--- config.mk ---
export PLATFORM = sky130hd
export DESIGN_NAME = program_loader
export DESIGN_NICKNAME = d
export VERILOG_FILES = /design/src/rtl/program_loader.sv
export SDC_FILE = /design/constraint.sdc
export NUM_CORES = 1
export LEC_CHECK = 0
export BUFFER_PORTS_ARGS = -buffer_cell sky130_fd_sc_hd__buf_2
export CAP_MARGIN = 0
export CORE_ASPECT_RATIO = 1.5
export CORE_UTILIZATION = 45
export CTS_BUF_LIST = sky130_fd_sc_hd__clkbuf_8 sky130_fd_sc_hd__clkbuf_16
export CTS_CLUSTER_SIZE = 8
export DETAILED_ROUTE_END_ITERATION = 8
export GPL_TIMING_DRIVEN = 0
export PLACE_DENSITY = 0.75
export SETUP_SLACK_MARGIN = 0.2
export SYNTH_ARGS = -nofsm -noshare
export SYNTH_HDL_FRONTEND = slang
export SYNTH_SLANG_ARGS = --single-unit
--- constraint.sdc ---
create_clock -name CLOCK_50 -period 1.4 [get_ports CLOCK_50]
set_input_delay 0.07 -clock CLOCK_50 [delete_from_list [all_inputs] [get_ports CLOCK_50]]
set_output_delay 0.07 -clock CLOCK_50 [all_outputs]
set_load 0.01 [all_outputs]
--- src/rtl/program_loader.sv ---
// Loads WORD_COUNT big-endian instruction words from a byte stream into instruction memory.
// Define PROGRAM_LOADER_CHECKSUM_EN to require a trailing modulo-256 checksum byte.
module program_loader #(
  parameter int unsigned WORD_COUNT = 44
) (
  input  logic        CLOCK_50,
  input  logic        RESET_N,
  input  logic        startLoading,
  input  logic [7:0]  byteData,
  input  logic        byteValid,
  output logic        byteReady,
  output logic [31:0] imemAddr,
  output logic [31:0] imemData,
  output logic        imemWrite,
  output logic        programLoaded,
  output logic        loadError
);

  localparam int unsigned IDX_W = (WORD_COUNT > 1) ? $clog2(WORD_COUNT) : 1;

  typedef enum logic [2:0] {
    ST_IDLE     = 3'd0,
    ST_ASSEMBLE = 3'd1,
    ST_WRITE    = 3'd2,
    ST_DONE     = 3'd3
`ifdef PROGRAM_LOADER_CHECKSUM_EN
    ,
    ST_CHECK    = 3'd4,
    ST_ERROR    = 3'd5
`endif
  } state_t;

  state_t           state;
  logic [IDX_W-1:0] word_idx;
  logic [1:0]       byte_cnt;
  logic             last_word;

  assign last_word = (word_idx == IDX_W'(WORD_COUNT - 1));

`ifdef PROGRAM_LOADER_CHECKSUM_EN
  logic [7:0] csum;
`else
  assign loadError = 1'b0;
`endif

  // Load sequencer; a dropped startLoading aborts any in-progress load back to IDLE.
  always_ff @(posedge CLOCK_50 or negedge RESET_N) begin
    if (!RESET_N) begin
      state         <= ST_IDLE;
      word_idx      <= '0;
      byte_cnt      <= '0;
      byteReady     <= 1'b0;
      imemAddr      <= '0;
      imemData      <= '0;
      imemWrite     <= 1'b0;
      programLoaded <= 1'b0;
`ifdef PROGRAM_LOADER_CHECKSUM_EN
      csum          <= '0;
      loadError     <= 1'b0;
`endif
    end else begin
      imemWrite <= 1'b0;
      case (state)
        ST_IDLE: begin
          byteReady <= 1'b0;
          if (startLoading) begin
            state     <= ST_ASSEMBLE;
            byteReady <= 1'b1;
            word_idx  <= '0;
            byte_cnt  <= '0;
`ifdef PROGRAM_LOADER_CHECKSUM_EN
            csum      <= '0;
`endif
          end
        end

        ST_ASSEMBLE: begin
          if (!startLoading) begin
            state     <= ST_IDLE;
            byteReady <= 1'b0;
            word_idx  <= '0;
            byte_cnt  <= '0;
`ifdef PROGRAM_LOADER_CHECKSUM_EN
            csum      <= '0;
`endif
          end else if (byteValid && byteReady) begin
            imemData <= {imemData[23:0], byteData};
`ifdef PROGRAM_LOADER_CHECKSUM_EN
            csum     <= csum + byteData;
`endif
            if (byte_cnt == 2'd3) begin
              byte_cnt  <= '0;
              state     <= ST_WRITE;
              byteReady <= 1'b0;
              imemWrite <= 1'b1;
              imemAddr  <= 32'(word_idx) << 2;
            end else begin
              byte_cnt <= byte_cnt + 2'd1;
            end
          end
        end

        ST_WRITE: begin
          if (!startLoading) begin
            state     <= ST_IDLE;
            byteReady <= 1'b0;
            word_idx  <= '0;
            byte_cnt  <= '0;
`ifdef PROGRAM_LOADER_CHECKSUM_EN
            csum      <= '0;
`endif
          end else if (last_word) begin
`ifdef PROGRAM_LOADER_CHECKSUM_EN
            state         <= ST_CHECK;
            byteReady     <= 1'b1;
`else
            state         <= ST_DONE;
            programLoaded <= 1'b1;
`endif
          end else begin
            word_idx  <= word_idx + IDX_W'(1);
            state     <= ST_ASSEMBLE;
            byteReady <= 1'b1;
          end
        end

`ifdef PROGRAM_LOADER_CHECKSUM_EN
        ST_CHECK: begin
          if (!startLoading) begin
            state     <= ST_IDLE;
            byteReady <= 1'b0;
            word_idx  <= '0;
            byte_cnt  <= '0;
            csum      <= '0;
          end else if (byteValid && byteReady) begin
            byteReady <= 1'b0;
            if (byteData == csum) begin
              state         <= ST_DONE;
              programLoaded <= 1'b1;
            end else begin
              state     <= ST_ERROR;
              loadError <= 1'b1;
            end
          end
        end

        ST_ERROR: begin
          byteReady     <= 1'b0;
          programLoaded <= 1'b0;
        end
`endif

        ST_DONE: begin
          byteReady <= 1'b0;
        end

        default: begin
          state     <= ST_IDLE;
          byteReady <= 1'b0;
        end
      endcase
    end
  end

endmodule

Word level (Yosys, flattened, before mapping)
Index checks and enable logic that the tools add are counted.
{ "totals": {"wordCells": 61, "register_bits": 52, "input_bits": 12, "output_inout_bits": 68} }
{ "op_classes": {"bitwise_logic": 1, "mux": 29, "n_addsub": 2, "eq_ne": 11, "n_reduce_logical": 10} }
{ "op_table": {"columns": ["operator", "count"], "rows": [
  ["6-bit two-way mux", 4],
  ["6-bit case mux with 3 select lines", 1],
  ["4-bit AND reduction", 4],
  ["2-bit two-way mux", 7],
  ["3-bit two-way mux", 4],
  ["3-bit case mux with 4 select lines", 1],
  ["1-bit two-way mux", 10],
  ["3-bit != test (second input constant)", 3],
  ["3-bit AND reduction", 3],
  ["6-bit by 1-bit adder with 6-bit output (second input constant)", 1],
  ["3-bit by 2-bit equality test with 1-bit output (second input constant)", 2],
  ["6-bit equality test (second input constant)", 1],
  ["2-bit != test (second input constant)", 3],
  ["2-bit case mux with 3 select lines", 1],
  ["3-bit by 1-bit equality test with 1-bit output (second input constant)", 1],
  ["3-bit zero test", 1],
  ["1-bit case mux with 3 select lines", 1],
  ["3-bit nonzero test", 1],
  ["2-bit by 1-bit adder with 2-bit output (second input constant)", 1],
  ["2-bit equality test (second input constant)", 1],
  ["1-bit logical AND", 1],
  ["1-bit inverter", 1]
]} }

Logic depth before layout (Yosys ltp)
Gate-level depths: netlist of the first run.
{ "depth": {"depth_word": 5, "mapped_depth": 5, "ltp_nobuf": 5} }

Least setup slack after synthesis of the first run
Ideal clock, no wire load.
{ "synth_path": {"path_kind": "reg-to-reg", "startpoint": "register byteReady", "endpoint": "register imemData[10]", "path_buffers": 2, "path_stages_with_launch": 6, "slack_ps": -199, "synth_period_minus_slack_ps": 1599, "t_required_ps": 1275, "arrival_time_ps": 1474, "setup_time_ps": 125, "path_cell_list": "dfrtp_1 > nand2_1 > or4_1 > buf_4 > buf_6 > mux2_4"} }
{ "synth_via": {"elab_chain_cells": 2} }
{ "synth_lines": {"columns": ["element", "line_no", "rtl"], "rows": [
  ["from (decl)", "11", "output logic byteReady,"],
  ["from (signal assigned)", "52", "byteReady <= 1'b0;"],
  ["from (signal assigned)", "65", "byteReady <= 1'b0;"],
  ["from (signal assigned)", "68", "byteReady <= 1'b1;"],
  ["1-bit logical AND", "86", "end else if (byteValid && byteReady) begin"],
  ["3-bit AND reduction (no line)", null, null],
  ["to (signal assigned)", "87", "imemData <= {imemData[23:0], byteData};"],
  ["to (decl)", "13", "output logic [31:0] imemData,"]
]} }
No other way between the ends.
A chain may end at the register's enable or synchronous reset.

Worst setup path after layout of the first run
{ "layout_path": {"startpoint": "register state[0]", "endpoint": "register imemData[25]"} }
{ "layout_via": {"elab_chain_cells": 2} }
{ "layout_lines": {"columns": ["element", "line_no", "rtl"], "rows": [
  ["from (decl)", "33", "state_t state;"],
  ["from (signal assigned)", "49", "state <= ST_IDLE;"],
  ["from (signal assigned)", "67", "state <= ST_ASSEMBLE;"],
  ["from (signal assigned)", "79", "state <= ST_IDLE;"],
  ["3-bit by 1-bit equality test with 1-bit output", "63", "case (state)"],
  ["3-bit AND reduction (no line)", null, null]
]} }
No other way between the ends.

==> metrics.md, run 1 <==
| Metric | Value |
|---|---|
| Synth-to-Final Area Change | 37.0% |
| Starting Density | 0.468 |
| Gate Count Post-Synth | 181 |
| Startpoint types | register |
| Dpl hpwl | 3220 um |
| Max Clock Skew | 0.0105 ns |
| Fillers | 380 |
| Layout net count | 304 |
| Die X | 61.8 um |
| Rows | 32 |
| Final WS setup | -0.231 ns |
| Cts bufs inserted | 5 |
| CTS tree | done |
| Ant. Diodes | 0 |
| Core ar. | 5160 um^2 |
| Initial antenna violation count | 0 |
| Total power | 2.63 mW |
| Reg2Reg Setup Slack | -0.23 ns |
| Die area | 5670 um^2 |
| Clk sinks | 51 |
| Setup TNS | -8.49 ns |
| Worst Path Max Fanout | 9 |
| Antenna viol nets, final | 0 |
| Worst path required time | 1.59 ns |
| Final hold viol count | 51 |
| Root Buffer | clkbuf_8 |
| Pwr Density | 793 nW/um^2 |
| Post-Syn Area | 2410 um^2 |
| RSZ-0062 raised after global routing | yes |
| Clock H-tree levels | 2 |
| Total routed wirelength | 4760 um |
| DR vias | 1660 |
| Worst IR Drop VDD | 0.555 mV |
| Run status | complete, but fails checks |
| Syn Area/Cell | 13.3 um^2 |
| Hold WS | -0.0297 ns |
| I/O Pins | 80 |
| First-pass GRT wire length | 7280 um |
| Area of the multi-input gates | 1040 um^2 |
| Pre-antenna DRT Iters | 4 |
| Post-place instance area | 2930 um^2 |
| Port-buffer cells | 52 |
| Period utilization | 1.17 |
| Clock slew at reported path FFs | 0.09 ns |
| Worst-Margin Slew | 1.09 ns |
| Number of global-route vias before repair | 1570 |
| Vias/cell | 4.62 |
| Die H | 91.7 um |
| Largest net degree at the start of global routing | 52 |
| Distinct cells, synth | 37 |
| Post-synth EDFFs | 0 |
| GP Congestion | 0.727 |
| Setup Crit Path Kind | reg2reg |
| Sequential Area | 1280 um^2 |
| Failing checks | negative hold slack, negative setup slack |
| Clock Latency Late Sink | 0.30 ns |
| Fraction of registers with async set/reset | 1.00 |
| Post-route cell area | 3310 um^2 |
| Ys Warns | 0 |
| Slew Limit Fails | 0 |
| Hold Path Class | in2async |
| WP data arrival | 1.82 ns |
| Post-layout min period | 1.63 ns |
| Maxcap violations | 0 |
| Pleak | 1.91 nW |
| Clock buffer depth | 2 |
| Critical path endpoint category | register |
| Wire per inst | 13.3 um |
| #FFs+latches synth | 51 |
| GRT Total Usage | 0.174 |
| Final setup violation count | 47 |
| Total gr overflow | 0 |
| DRT iter0 DRCs | 96 |
| Seq/Total Area, Yosys | 0.528 |
| DRC violations left | 0 |
| Peak Freq | 613 MHz |
| Slew margin rel. | 0.272 |
| Layout cells sized above 1 | 0.564 |
| Main synth FF type | dfrtp_1 |
[what timing repair did]
item,in CTS,in global routing
hold buffers,4,0
buffers inserted,18,2
pin swaps,8,7
endpoints found under the setup margin,50,51
resized for setup,16,3
hold endpoints to repair,4,0
[power by group]
group | total (mW) | switching (mW) | internal (mW)
registers | 1.47 | 0 | 1.47
logic | 0.158 | 0.0875 | 0.0703
clock network | 0.996 | 0.464 | 0.533
[critical path, stage by stage (launching register included)]
cell     delay, ns
dfrtp_1       0.38
inv_2         0.05
or4_4         0.48
buf_8         0.16
buf_12        0.15
mux2_4        0.30
[registers in the layout (all words and copies together) (netlist names)]
register / cells
imemAddr: 6
imemWrite: 1
imemData: 32
byte_cnt: 2
word_idx: 6
state: 2
programLoaded: 1
byteReady: 1
[logic make-up (layout without fill, tap and decap cells)]
kind of cell / Yosys count / count (layout) / synth area share
other cells: 1 / 27 / 0.00155
fa+ha+maj: 2 / 2 / 0.0104
flops: 51 / 51 / 0.528
compound gates: 26 / 26 / 0.0700
simple gates: 24 / 24 / 0.0523
buf+inv: 38 / 122 / 0.112
mux: 39 / 39 / 0.225
[cell usage in the layout (no fill, tap or decap), types with 3 or more instances in the layout]
| cell | instances |
|---|---|
| mux2_2 | 5 |
| clkbuf_8 | 5 |
| o21ai_2 | 3 |
| o21ai_0 | 5 |
| inv_1 | 3 |
| conb_1 | 27 |
| buf_12 | 4 |
| dfrtp_1 | 51 |
| buf_4 | 46 |
| buf_2 | 52 |
| mux2_4 | 33 |
| dlygate4sd3_1 | 4 |
| nand2_1 | 10 |
[per-stage QoR]
| stage | utilization | cells | setup WS [ns] |
|---|---|---|---|
| 2_1_floorplan | - | 207 | -0.197 |
| 3_3_place_gp | 0.567 | 327 | -0.285 |
| 3_5_place_dp | 0.567 | 327 | -0.281 |
| 4_1_cts | 0.636 | 357 | -0.220 |
| 5_1_grt | 0.641 | 359 | -0.269 |
| 6_report | 0.641 | 359 | -0.231 |
[path summary, 6_finish.rpt]
check | startpoint | end | depth (start not counted)
min reg2reg | programLoaded$_DFFE_PN0P_ | programLoaded$_DFFE_PN0P_ | 1
min in group CLOCK_50 | byteData[4] | imemData[4]$_DFFE_PN0P_ | 2
max | state[0]$_DFFE_PN0P_ | imemData[25]$_DFFE_PN0P_ | 5
min | RESET_N | imemData[14]$_DFFE_PN0P_ | 1
max in group asynchronous | RESET_N | byte_cnt[0]$_DFFE_PN0P_ | 1
max reg2reg | state[0]$_DFFE_PN0P_ | imemData[25]$_DFFE_PN0P_ | 5
[Yosys cell counts (2+ instances only)]
cell type | number | area share
a21o_1 | 2 | 0.0062
a21oi_1 | 4 | 0.0083
a32o_1 | 2 | 0.0083
buf_4 | 28 | 0.087
buf_6 | 3 | 0.014
clkbuf_1 | 2 | 0.0031
dfrtp_1 | 51 | 0.53
ha_1 | 2 | 0.010
inv_1 | 3 | 0.0047
mux2_2 | 10 | 0.047
mux2_4 | 28 | 0.17
nand2_1 | 11 | 0.017
nand3_1 | 2 | 0.0041
o21ai_0 | 10 | 0.021
[per-layer routing]
layer | wire (um) | track usage | vias up
met1 | 1820 | 0.203 | 795
li1 | - | - | 801
met2 | 2640 | 0.299 | 55
met4 | 94 | 0.0759 | 0
met5 | 0 | 0 | -
met3 | 202 | 0.0282 | 9
[final cells by class]
| class | count | area share |
|---|---|---|
| flip-flops and latches | 51 | 0.386 |
| multi-input cells | 118 | 0.315 |
| plain buffers | 34 | 0.0949 |
| well taps | 68 | 0.0257 |
| clock buffers | 5 | 0.0208 |
| clock inverters | 3 | 0.0129 |
| inverters | 4 | 0.00454 |
| repair buffers | 76 | 0.141 |
(Power assumes the default switching activity.)
==> inputs of run 2 (changes only) <==
--- a/config.mk
+++ b/config.mk
@@ -15,6 +15,7 @@
 export GPL_TIMING_DRIVEN = 0
 export PLACE_DENSITY = 0.75
 export SETUP_SLACK_MARGIN = 0.2
+export SKIP_LAST_GASP = 1
 export SYNTH_ARGS = -nofsm -noshare
 export SYNTH_HDL_FRONTEND = slang
 export SYNTH_SLANG_ARGS = --single-unit
==> metrics.md, run 2 (same netlist as run 1, synthesis figures left out) <==
| Metric | Value |
|---|---|
| Worst Setup EP | imemData[25]$_DFFE_PN0P_ |
| GRT Total Usage | 0.173 |
| Final WS setup | -0.229 ns |
| RSZ-0062 raised after global routing | yes |
| Post-layout min period | 1.63 ns |
| Die H | 91.7 um |
| I/O Pins | 80 |
| GP Congestion | 0.727 |
| Clock Latency Late Sink | 0.30 ns |
| Dpl hpwl | 3220 um |
| Total gr overflow | 0 |
| Final hold viol count | 51 |
| Largest register by flop count | imemData |
| Max Clock Skew | 0.0115 ns |
| Slew Limit Fails | 0 |
| Fillers | 381 |
| Largest net degree at the start of global routing | 52 |
| Worst R2R End | imemData[25]$_DFFE_PN0P_ |
| Largest register FFs | 32 |
| Commonest non-fill, non-tap cell in the layout | buf_2 |
| Maxcap violations | 0 |
| Pwr Density | 794 nW/um^2 |
| Vias/cell | 4.67 |
| DRT iter0 DRCs | 81 |
| Root Buffer | clkbuf_8 |
| WP data arrival | 1.82 ns |
| Clock H-tree levels | 2 |
| Hold Path Class | in2async |
| Finished Layout Cells | 359 |
| Crit path launch | state[0]$_DFFE_PN0P_ |
| Clk sinks | 51 |
| Die area | 5670 um^2 |
| CP cell instances | inv_2 > or4_4 > buf_8 > buf_12 > mux2_4 |
| Worst path depth | 5 |
| Worst r2r path cells | 5 |
| Clock buffer depth | 2 |
| Clock slew at reported path FFs | 0.10 ns |
| Starting Density | 0.468 |
| Initial antenna violation count | 0 |
| Port-buffer cells | 52 |
| Synth-to-Final Area Change | 37.1% |
| Worst path required time | 1.59 ns |
| Largest regs | imemData x32, imemAddr x6, word_idx x6 |
| Critical path's largest stage delay | 0.48 ns |
| First-pass GRT wire length | 7270 um |
| Total routed wirelength | 4790 um |
| Ant. Diodes | 0 |
| Post-place instance area | 2930 um^2 |
| Slowest library cell on the worst path | or4_4 |
| Peak Freq | 614 MHz |
| Critical path endpoint category | register |
| CTS tree | done |
| Final Util | 0.641 |
| Post-route cell area | 3310 um^2 |
| Switching share of power | 0.211 |
| Worst IR Drop VDD | 0.563 mV |
| DR vias | 1676 |
| DRC violations left | 0 |
| Startpoint types | register |
| Worst Path Max Fanout | 9 |
| Sequential Power Share | 0.559 |
| Hold WS | -0.0319 ns |
| Period utilization | 1.16 |
| Clock share of power | 0.380 |
| Pleak | 1.91 nW |
| Number of global-route vias before repair | 1565 |
| NetSw | 556 uW |
| Run status | complete, but fails checks |
| Failing checks | negative hold slack, negative setup slack |
| CP delay by family, top | simple AND/OR/NAND/NOR gates |
| Commonest non-fill, non-tap cells in the layout | buf_2 (52), dfrtp_1 (51), buf_4 (47) |
| Slew margin rel. | 0.267 |
| Setup Crit Path Kind | reg2reg |
| Layout net count | 304 |
| Final setup violation count | 47 |
| Rows | 32 |
| Layout cells sized above 1 | 0.560 |
| Wire per inst | 13.3 um |
| Setup TNS | -8.50 ns |
| Int Power | 2.07 mW |
| Worst-Margin Slew | 1.10 ns |
| Antenna viol nets, final | 0 |
| Part of the power in combinational logic | 0.060 |
| Worst Path Buf+Inv | 3 |
| Core ar. | 5160 um^2 |
| Reg2Reg Setup Slack | -0.23 ns |
| Die X | 61.8 um |
| Cts bufs inserted | 5 |
| Pre-antenna DRT Iters | 5 |
| Placed insts | 327 |
| RR Startpoint | state[0]$_DFFE_PN0P_ |
run 2: changes by cell type in the layout (fill, tap and decap cells not counted):
cell / before / now
buf_6: 1 / 0
nand2_8: 0 / 1
nand2_4: 1 / 0
buf_4: 46 / 47
o21ai_2: 3 / 2
o21ai_1: 2 / 3
run 2: power groups by stage:
stage / logic, mW / clock network, mW / registers [mW]
global placement: 0.145 / 0 / 1.50
detailed placement: 0.146 / 0 / 1.50
CTS: 0.156 / 1.02 / 1.47
finish: 0.158 / 1.00 / 1.47
global route: 0.178 / 1.09 / 1.47
floorplan: 0.0977 / 0 / 1.50
run 2: area by class of cell:
class                           instances  area (um^2)  share of cell area
Sequential cell                        51         1280               0.385
Timing Repair Buffer                   76          463               0.140
Inverter                                4         15.0             0.00454
Clock inverter                          3         42.5              0.0128
Tap cell                               68         85.1              0.0257
Clock buffer                            5         68.8              0.0208
Multi-Input combinational cell        118         1050               0.316
Buffer                                 34          314              0.0949
run 2: through the flow:
step	setup slack [ns]	power (mW)
4_1_cts	-0.220	2.65
6_report	-0.229	2.63
5_1_grt	-0.269	2.74
2_1_floorplan	-0.197	1.60
3_5_place_dp	-0.281	1.65
3_3_place_gp	-0.285	1.65
run 2: layer usage:
layer / vias to the layer above / wire length (um) / part of all wire / global-route usage
met5: - / 0 / 0 / 0
met4: 0 / 96 / 0.020 / 0.0778
met3: 9 / 228 / 0.048 / 0.0324
met2: 63 / 2640 / 0.55 / 0.294
met1: 803 / 1820 / 0.38 / 0.202
li1: 801 / - / - / -
run 2: worst min-delay path by stage:
stage,to,depth (start not counted),from,slack [ns]
detailed placement,imemData[5]$_DFFE_PN0P_,2,byteData[5],0.31
global route,imemData[4]$_DFFE_PN0P_,2,byteData[4],0.001
floorplan,byteReady$_DFFE_PN0P_,0,RESET_N,-0.23
finish,imemData[0]$_DFFE_PN0P_,1,RESET_N,-0.03
global placement,imemData[5]$_DFFE_PN0P_,2,byteData[5],0.30
CTS,imemData[3]$_DFFE_PN0P_,2,byteData[3],0.0003
run 2: repair_timing:
action                                 4_1_cts  5_1_grt
setup endpoints to repair                   50       51
gates resized for setup                     14        4
endpoints found under the hold margin        4        0
setup buffers                               18        2
hold buffers                                 4        0
pin swaps                                    8        8
==> inputs of run 3 (changes only) <==
--- a/config.mk
+++ b/config.mk
@@ -12,9 +12,7 @@
 export CTS_BUF_LIST = sky130_fd_sc_hd__clkbuf_8 sky130_fd_sc_hd__clkbuf_16
 export CTS_CLUSTER_SIZE = 8
 export DETAILED_ROUTE_END_ITERATION = 8
-export GPL_TIMING_DRIVEN = 0
 export PLACE_DENSITY = 0.75
-export SETUP_SLACK_MARGIN = 0.2
 export SKIP_LAST_GASP = 1
 export SYNTH_ARGS = -nofsm -noshare
 export SYNTH_HDL_FRONTEND = slang
==> metrics.md, run 3 (same netlist as run 1, synthesis figures left out) <==
| Metric | Value |
|---|---|
| Startpoint types | register |
| Die H | 91.7 um |
| Hold Path Class | in2reg |
| CTS tree | done |
| Commonest non-fill, non-tap cells in the layout | buf_2 (52), dfrtp_1 (51), mux2_4 (34) |
| Pleak | 1.75 nW |
| Run status | complete, but fails checks |
| Vias/cell | 4.70 |
| Worst r2r path cells | 3 |
| Final setup violation count | 40 |
| Hold EP | imemData[5]$_DFFE_PN0P_ |
| Die area | 5670 um^2 |
| Initial antenna violation count | 0 |
| RR Startpoint | state[1]$_DFFE_PN0P_ |
| Critical path endpoint category | register |
| Total power | 2.48 mW |
| WP data arrival | 1.74 ns |
| NetSw | 524 uW |
| Worst IR Drop VDD | 0.509 mV |
| Final hold viol count | 0 |
| Final WS setup | -0.166 ns |
| DR vias | 1562 |
| Slew Limit Fails | 0 |
| Setup TNS | -5.03 ns |
| Layout net count | 277 |
| RSZ-0062 raised after global routing | yes |
| Reg2Reg Setup Slack | -0.17 ns |
| Failing checks | negative setup slack |
| Hold path depth | 2 |
| Clock slew at reported path FFs | 0.08 ns |
| Clk sinks | 51 |
| Root Buffer | clkbuf_8 |
| Clock buffer depth | 2 |
| Synth-to-Final Area Change | 27.5% |
| DRT iter0 DRCs | 57 |
| Dpl hpwl | 2950 um |
| Pwr Density | 804 nW/um^2 |
| Wire per inst | 12.7 um |
| Sequential Power Share | 0.594 |
| DRC violations left | 0 |
| First-pass GRT wire length | 6800 um |
| Maxcap violations | 0 |
| Period utilization | 1.12 |
| Clock Latency Late Sink | 0.29 ns |
| GP Congestion | 0.838 |
| Total routed wirelength | 4220 um |
| Rows | 32 |
| Pre-antenna DRT Iters | 4 |
| Core ar. | 5160 um^2 |
| Worst Path Max Fanout | 17 |
| GRT Total Usage | 0.159 |
| I/O Pins | 80 |
| Largest register FFs | 32 |
| Switching share of power | 0.211 |
| Int Power | 1.95 mW |
| Largest register by flop count | imemData |
| Starting Density | 0.468 |
| Layout cells sized above 1 | 0.504 |
| Largest net degree at the start of global routing | 34 |
| Total gr overflow | 0 |
| Worst hold start | byteData[5] |
| Setup Crit Path Kind | reg2reg |
| Antenna viol nets, final | 0 |
| Max Clock Skew | 0.00474 ns |
| Peak Freq | 639 MHz |
| Clock share of power | 0.361 |
| Cts bufs inserted | 5 |
| Commonest non-fill, non-tap cell in the layout | buf_2 |
| Largest regs | imemData x32, imemAddr x6, word_idx x6 |
| Port-buffer cells | 52 |
| Worst R2R End | imemData[7]$_DFFE_PN0P_ |
| Die X | 61.8 um |
| Clock H-tree levels | 2 |
| Ant. Diodes | 0 |
| Number of global-route vias before repair | 1529 |
| Part of the power in combinational logic | 0.044 |
| Worst path required time | 1.58 ns |
| Post-layout min period | 1.57 ns |
-- run 3: cell count changes in the layout (fill, tap and decap cells not counted), sizes merged --
cell / change
bufinv: -1
dlygate4sd3: +1
clkinvlp: +1
inv: -2
buf: -26
-- run 3: power groups by stage --
stage,sequential (mW),clock [mW],combinational (mW)
global route,1.47,0.998,0.126
global placement,1.50,0,0.0989
finish,1.47,0.895,0.110
detailed placement,1.50,0,0.0996
CTS,1.47,0.928,0.108
floorplan,1.50,0,0.0973
-- run 3: stage by stage --
step	hold WS [ns]	std cells	area [um^2]	util	setup WS, ns
floorplan	-0.226	207	2550	-	-0.197
global placement	0.0336	312	2810	0.544	-0.292
detailed placement	0.0399	312	2810	0.544	-0.314
CTS	0.000988	330	3040	0.589	-0.175
global route	0.0123	332	3080	0.596	-0.201
finish	0.0149	332	3080	0.596	-0.166
-- run 3: final cells by class --
| cell class | count | area [um^2] |
|---|---|---|
| clock buffers | 7 | 96.3 |
| fillers | 427 | 2090 |
| clock inverters | 1 | 7.51 |
| repair buffers | 83 | 571 |
| inverters | 4 | 15.0 |
| multi-input cells | 118 | 1030 |
| flip-flops and latches | 51 | 1280 |
| well taps | 68 | 85.1 |
-- run 3: what timing repair did --
| action | 4_1_cts | 5_1_grt |
|---|---|---|
| setup endpoints to repair | 43 | 47 |
| pin swaps | 6 | 5 |
| hold endpoints to repair | 21 | 1 |
| buffers inserted | 5 | 3 |
| cloned | 1 | 0 |
| hold buffers | 4 | 1 |
| resized for setup | 9 | 6 |
-- run 3: how the worst max path moves through the flow --
| stage | slack (ns) | endpoint | startpoint | cells past startpoint |
|---|---|---|---|---|
| global route | -0.20 | imemData[7]$_DFFE_PN0P_ | state[1]$_DFFE_PN0P_ | 3 |
| global placement | -0.29 | imemData[6]$_DFFE_PN0P_ | state[1]$_DFFE_PN0P_ | 3 |
| CTS | -0.18 | imemData[7]$_DFFE_PN0P_ | state[1]$_DFFE_PN0P_ | 3 |
| finish | -0.17 | imemData[7]$_DFFE_PN0P_ | state[1]$_DFFE_PN0P_ | 3 |
| floorplan | -0.20 | imemData[10]$_DFFE_PN0P_ | byteReady$_DFFE_PN0P_ | 5 |
| detailed placement | -0.31 | imemData[7]$_DFFE_PN0P_ | state[1]$_DFFE_PN0P_ | 3 |
-- run 3: critical path, stage by stage, from the launching register on --
cell and delay, ns:
dfrtp_1 0.38, or4_4 0.57, buf_12 0.20, mux2_4 0.31
-- run 3: per-layer routing --
layer	GRT usage	up-vias	routed length [um]
met1	0.176	765	1720
met5	0	-	0
li1	-	741	-
met2	0.288	50	2310
met4	0.0519	0	64
met3	0.0296	6	125
